File: config.mk
export PLATFORM = sky130hd
export DESIGN_NAME = imem_boot_loader_flat
export DESIGN_NICKNAME = d
export VERILOG_FILES = /design/src/rtl/imem_boot_pkg.sv /design/src/rtl/imem_boot_loader_if.sv /design/src/rtl/imem_ram.sv /design/src/rtl/imem_boot_loader.sv /design/src/flat_wrapper.sv
export SDC_FILE = /design/constraint.sdc
export NUM_CORES = 2
export LEC_CHECK = 0
export BUFFER_PORTS_ARGS = -buffer_cell sky130_fd_sc_hd__buf_2
export CELL_PAD_IN_SITES_DETAIL_PLACEMENT = 0
export CELL_PAD_IN_SITES_GLOBAL_PLACEMENT = 2
export CORE_ASPECT_RATIO = 1.5
export CORE_MARGIN = 2
export CORE_UTILIZATION = 45
export CTS_CLUSTER_SIZE = 8
export DETAILED_ROUTE_END_ITERATION = 6
export PLACE_DENSITY = 0.83
export SLEW_MARGIN = 20
export SYNTH_ARGS = -nofsm -noshare
export SYNTH_HDL_FRONTEND = slang
export SYNTH_HIERARCHICAL = 1
export SYNTH_SLANG_ARGS = --single-unit
File: constraint.sdc
create_clock -name clk -period 5.7 [get_ports clk]
set_input_delay 0.855 -clock clk [delete_from_list [all_inputs] [get_ports clk]]
set_output_delay 0.855 -clock clk [all_outputs]
set_load 0.05 [all_outputs]
File: src/rtl/imem_boot_pkg.sv
// Shared types and constants for the boot-loading instruction memory.
package imem_boot_pkg;

  typedef enum logic [1:0] {
    IDLE = 2'd0,
    LOAD = 2'd1,
    RUN  = 2'd2
  } boot_state_t;

  localparam logic [31:0] INSTR_FILL     = 32'h0;
  localparam int          BYTES_PER_WORD = 4;

endpackage

File: src/rtl/imem_boot_loader_if.sv
// Byte-stream load channel: valid/ready handshake, one program byte per beat.
interface imem_boot_loader_if;

  logic       load_valid;
  logic [7:0] load_data;
  logic       load_last;
  logic       load_ready;

  modport master (output load_valid, output load_data, output load_last, input load_ready);
  modport slave  (input load_valid, input load_data, input load_last, output load_ready);

endinterface

File: src/rtl/imem_ram.sv
// DEPTH_WORDS x 32 instruction store: synchronous write, asynchronous read, no reset.
module imem_ram #(
  parameter  int DEPTH_WORDS = 64,
  localparam int ADDR_W      = $clog2(DEPTH_WORDS)
) (
  input  logic              clk,
  input  logic              we,
  input  logic [ADDR_W-1:0] waddr,
  input  logic [31:0]       wdata,
  input  logic [ADDR_W-1:0] raddr,
  output logic [31:0]       rdata
);

  logic [31:0] mem [DEPTH_WORDS];

  always_ff @(posedge clk) begin
    if (we) mem[waddr] <= wdata;
  end

  assign rdata = mem[raddr];

endmodule

File: src/rtl/imem_boot_loader.sv
// Packs a little-endian byte stream into instruction memory, then gates the core via start.
// Write lands on the 4th/last handshake edge; Instr is a zero-latency read; load_ready only in LOAD.
module imem_boot_loader
  import imem_boot_pkg::*;
#(
  parameter  int DEPTH_WORDS = 64,
  localparam int ADDR_W      = $clog2(DEPTH_WORDS)
) (
  input  logic                 clk,
  input  logic                 reset,
  input  logic                 boot_req,
  imem_boot_loader_if.slave    load,
  input  logic [31:0]          PC,
  output logic [31:0]          Instr,
  output logic                 start,
  output logic [ADDR_W:0]      words_loaded,
  output logic                 overflow
);

  boot_state_t state, state_nxt;
  logic [1:0]  idx;
  logic [31:0] asm_q;
  logic [31:0] wdata;
  logic [31:0] rdata;
  logic        rdy;
  logic        restart;
  logic        hs;
  logic        word_done;
  logic        full;
  logic        we;
  logic        in_range;
  logic        unused_pc_lsb;

  always_ff @(posedge clk or posedge reset) begin
    if (reset) state <= IDLE;
    else       state <= state_nxt;
  end

  always_comb begin
    state_nxt = state;
    rdy       = 1'b0;
    restart   = 1'b0;
    case (state)
      IDLE: begin
        if (boot_req) begin
          state_nxt = LOAD;
          restart   = 1'b1;
        end
      end
      LOAD: begin
        rdy = 1'b1;
        if (load.load_valid && load.load_last) state_nxt = RUN;
      end
      RUN: begin
        if (boot_req) begin
          state_nxt = LOAD;
          restart   = 1'b1;
        end
      end
      default: state_nxt = IDLE;
    endcase
  end

  assign load.load_ready = rdy;
  assign hs        = load.load_valid & rdy;
  assign word_done = hs & ((idx == 2'(BYTES_PER_WORD - 1)) | load.load_last);
  // Counter saturates at DEPTH_WORDS, so its top bit alone means "memory full".
  assign full      = words_loaded[ADDR_W];
  assign we        = word_done & ~full;

  always_comb begin
    wdata = asm_q;
    wdata[{idx, 3'b000} +: 8] = load.load_data;
  end

  always_ff @(posedge clk or posedge reset) begin
    if (reset) begin
      idx          <= '0;
      asm_q        <= '0;
      words_loaded <= '0;
      overflow     <= 1'b0;
      start        <= 1'b0;
    end else begin
      start <= (state_nxt == RUN);
      if (restart) begin
        idx          <= '0;
        asm_q        <= '0;
        words_loaded <= '0;
        overflow     <= 1'b0;
      end else if (hs) begin
        if (word_done) begin
          // Clearing here is what zero-fills the upper lanes of the next partial word.
          idx   <= '0;
          asm_q <= '0;
          if (full) overflow     <= 1'b1;
          else      words_loaded <= words_loaded + 1'b1;
        end else begin
          idx   <= idx + 1'b1;
          asm_q <= wdata;
        end
      end
    end
  end

  imem_ram #(.DEPTH_WORDS(DEPTH_WORDS)) u_ram (
    .clk   (clk),
    .we    (we),
    .waddr (words_loaded[ADDR_W-1:0]),
    .wdata (wdata),
    .raddr (PC[ADDR_W+1:2]),
    .rdata (rdata)
  );

  assign in_range      = (PC[31:ADDR_W+2] == '0);
  assign Instr         = ((state == RUN) && in_range) ? rdata : INSTR_FILL;
  assign unused_pc_lsb = ^PC[1:0];

endmodule

File: src/flat_wrapper.sv
// flat-port wrapper written by rule: the top's interface ports become plain ports
module imem_boot_loader_flat import imem_boot_pkg::*;
#(
  parameter  int DEPTH_WORDS = 64,
  localparam int ADDR_W      = $clog2(DEPTH_WORDS)
)
  (clk, reset, boot_req, PC, Instr, start, words_loaded, overflow, load_load_valid, load_load_data, load_load_last, load_load_ready);
  imem_boot_loader_if load_i ();
  input  logic clk;
  input  logic reset;
  input  logic boot_req;
  input  logic [31:0] PC;
  output logic [31:0] Instr;
  output logic start;
  output logic [ADDR_W:0] words_loaded;
  output logic overflow;
  input wire logic [$bits(load_i.load_valid)-1:0] load_load_valid;
  input wire logic [$bits(load_i.load_data)-1:0] load_load_data;
  input wire logic [$bits(load_i.load_last)-1:0] load_load_last;
  output wire logic [$bits(load_i.load_ready)-1:0] load_load_ready;
  assign load_i.load_valid = load_load_valid;
  assign load_i.load_data = load_load_data;
  assign load_i.load_last = load_load_last;
  assign load_load_ready = load_i.load_ready;
  imem_boot_loader #(.DEPTH_WORDS(DEPTH_WORDS)) u_core (.clk(clk), .reset(reset), .boot_req(boot_req), .load(load_i), .PC(PC), .Instr(Instr), .start(start), .words_loaded(words_loaded), .overflow(overflow));
endmodule
==> out/metrics.cfg <==
[outcome]
outcome = finished clean

[worst_setup_path]
regToRegSetupSlack_ns = 1.51
critPathLaunchType = input pin
path_cells = buf_8 -> buf_4 -> mux4_2 -> mux4_2 -> o22ai_1 -> nor2_1 -> inv_1 -> nor3_2 -> buf_2
cp_top_family = buffers and inverters
crit_type = in -> out
r2r_start = u_core/idx[0]$_DFFE_PP0P_
crit_path_end_kind = output port
reg2regPathDepth = 7
worst_path_most_repeated_cell = mux4_2
critPathMaxFanout = 68
r2r-end = u_core/u_ram/mem[26][10]$_DFFE_PP_
path_buf_inv = 4
crit_start = PC[3]
cp_slowest_cell = o22ai_1
crit_arrival_ns = 4.03
slowest_delay_ns = 0.58
critPathRequiredTime_ns = 4.85

[sta]
tightestPinTransition_ns = 1.120
relSlewSlack_pct = 25.17
drv_slew = 0
max_freq_mhz = 204.8
setup_tns_ns = 0
finClkSkew_ns = 0.04532
rsz0062_at_grt = false
setup_viol = 0
finalCriticalPeriod_ns = 4.882
finalHoldViolations = 0
holdWs_ns = 0.1808
fin_crit_sh_pct = 85.65

[global_routing]
grt_pass1_wl_um = 294100
grt-busiest-layer = met2
grt_max_degree = 73
gr-total-overflow = 0
track_usage_pct = 22.62
antenna_found_initial = 8
met2_usage_pct = 39.10
use_met1_pct = 28.65
first_global_vias = 40930
use_met3_pct = 3.399

[routing]
wirelength_um = 206600
ant_nets = 0
drc = 0
first_iter_violations = 4843
viasPerCell = 6.145
drt-wirelength-per-cell_um = 32.13
via_count = 39500
dr.pass1.iters = 7

[yosys]
synth_area_leaders = edfxtp_1, mux4_2, dfrtp_1
synth_most_common_cell = edfxtp_1
synth_compound_gate_area_share_pct = 2.432
ys_ff_latch = 2093
synthXorXnorAreaFrac_pct = 0
syn_nets = 3649
synth-adder-area-share_pct = 0.09287
avgSynthCellArea_um2 = 22.47
ys_top_cells_by_count = edfxtp_1, mux4_2, nor2_1, mux2i_1, o22ai_1
synth_edf_count = 2048
ys_types = 63
synth_top_cell_area_share_pct = 76.08
ys_warn_count = 6
netlist_area_mm2 = 0.08084
syn-instance-count = 3598
yosysTopAreaCell = edfxtp_1
ys.flop_type = edfxtp_1
seq_area_frac_synth_pct = 77.47
async_flop_share_pct = 2.150
synthMuxAreaShare_pct = 16.35
yosys.area_share.simple_pct = 2.091
synth_top_family_by_area = multiplexers

[die]
die_w_um = 350.1
rows = 190
die-area_mm2 = 0.1831
core_region_area_mm2 = 0.1785
dieHeight_um = 523.1
boundaryPins = 87
start_util_pct = 45.28

[cells_and_area]
final_nets = 4034
area_delta_synth_final_pct = 16.07
drive_above_1_share_pct = 32.01
fill_cells = 13330

[pwr]
pwr_density_cell_mw_per_mm2 = 378.1
vdd_ir_drop_max_mv = 0.2948
p_leak_uw = 0.03109

[clock_network]
numClockSinks = 2093
htree_num_levels = 5
post-cts-setup-buffer-count = 0
postCtsResizedCells = 0
clkLatencyLatePin_ns = 0.82
clk_path_buf_depth = 4
root_buffer = clkbuf_16
cts_made_buffers = 303
clkSlewWorstSetupHoldPaths_ns = 0.05
tritoncts = built
cts_hold_buf = 0

[place]
routabilityCongestion = 0.8131
dp_hpwl_um = 115900
io_buffers = 84

[hold_path]
hold_path.class = in -> async

[job]
maxCapViolations = 0

-- layout make-up --
type / count / area [um^2] / share of cell area (%)
clock buffer: 335 / 7915 / 8.436
inverter: 70 / 282.8 / 0.3014
clock inverter: 11 / 117.6 / 0.1254
sequential: 2093 / 62630 / 66.75
timing repair buffer: 280 / 2326 / 2.479
tap: 2400 / 3003 / 3.200
antenna: 4 / 10.01 / 0.01067
multi-input combinational: 1235 / 17550 / 18.70
-- where the power goes --
part / switching [uW] / total [uW] / internal, uW / leakage (uW)
Combinational: 1660 / 2230 / 566 / 0.00671
Sequential: 69.9 / 17700 / 17600 / 0.0204
Clock: 5950 / 15600 / 9640 / 0.00394
-- per-stage QoR --
step	total power [uW]	setup WS, ns	cells	utilization [%]	instance area [um^2]
3_5_place_dp	20130	0.8137	6077	48.00	85700
3_3_place_gp	20040	0.8109	6077	48.00	85700
6_report	35470	0.8177	6428	52.55	93830
5_1_grt	36380	0.7017	6425	52.55	93820
2_1_floorplan	19170	1.293	3598	-	80840
4_1_cts	35630	0.8195	6423	52.50	93740
-- cells in the final DEF, fill, tap and decap left out, drive strengths merged, types with 3 or more instances in the layout --
| cell type | count |
|---|---|
| nand2 | 33 |
| nand2b | 15 |
| diode | 4 |
| or2 | 4 |
| nand3b | 6 |
| ha | 6 |
| o32ai | 4 |
| nor3 | 40 |
| a311oi | 8 |
| a22oi | 12 |
| mux4 | 544 |
| and3 | 5 |
| dfrtp | 45 |
| nor4 | 9 |
| buf | 280 |
| mux2i | 95 |
| o2bb2ai | 18 |
| inv | 61 |
| o221ai | 27 |
| a41o | 4 |
| nor2 | 143 |
| clkinv | 20 |
| o22ai | 86 |
| nand4b | 3 |
| or3 | 4 |
| or3b | 5 |
| clkbuf | 335 |
| a22o | 29 |
| and2 | 3 |
| nand3 | 9 |
| nor2b | 16 |
| nand4 | 3 |
| edfxtp | 2048 |
| o21ai | 3 |
| a21oi | 66 |
| a2bb2oi | 14 |
-- layer usage --
metal  wire, um  up-vias  share of wire [%]
met5         13        -             0.0063
met4       8582        2                4.2
met3      15800      388                7.7
met2     107200     2019                 52
met1      74930    21210                 36
li1           -    15890                  -
-- worst reg2reg max path: stages (launching register included) --
cell,delay (ns)
dfrtp_1,0.54
ha_1,0.33
o21bai_1,0.20
nor2_1,0.51
nor2b_1,0.33
nand2_1,0.52
nor2_4,0.83
buf_4,0.52
-- worst max-delay path by stage --
stage | end | slack (ns) | cells past startpoint
after floorplan | u_core/u_ram/mem[49][0]$_DFFE_PP_ | 1.29 | 6
after global placement | Instr[16] | 0.81 | 10
after detailed placement | Instr[16] | 0.81 | 10
after CTS | Instr[16] | 0.82 | 10
after global routing | Instr[30] | 0.70 | 10
final | Instr[28] | 0.82 | 9
-- cell families after synthesis --
group | count (synthesis)
and+or+nand+nor | 308
DFF | 2093
adders and majority gates | 6
muxes | 640
AOI/OAI and AO/OA | 281
buffers and inverters | 270
-- state kept, by name, summed over array words and instances, names as in the netlist --
register	flops
u_core/asm_q	32
u_core/idx	2
u_core/overflow	1
u_core/start	1
u_core/state	2
u_core/u_ram/mem	2048
u_core/words_loaded	7
Power figures use the tool's default switching activity.
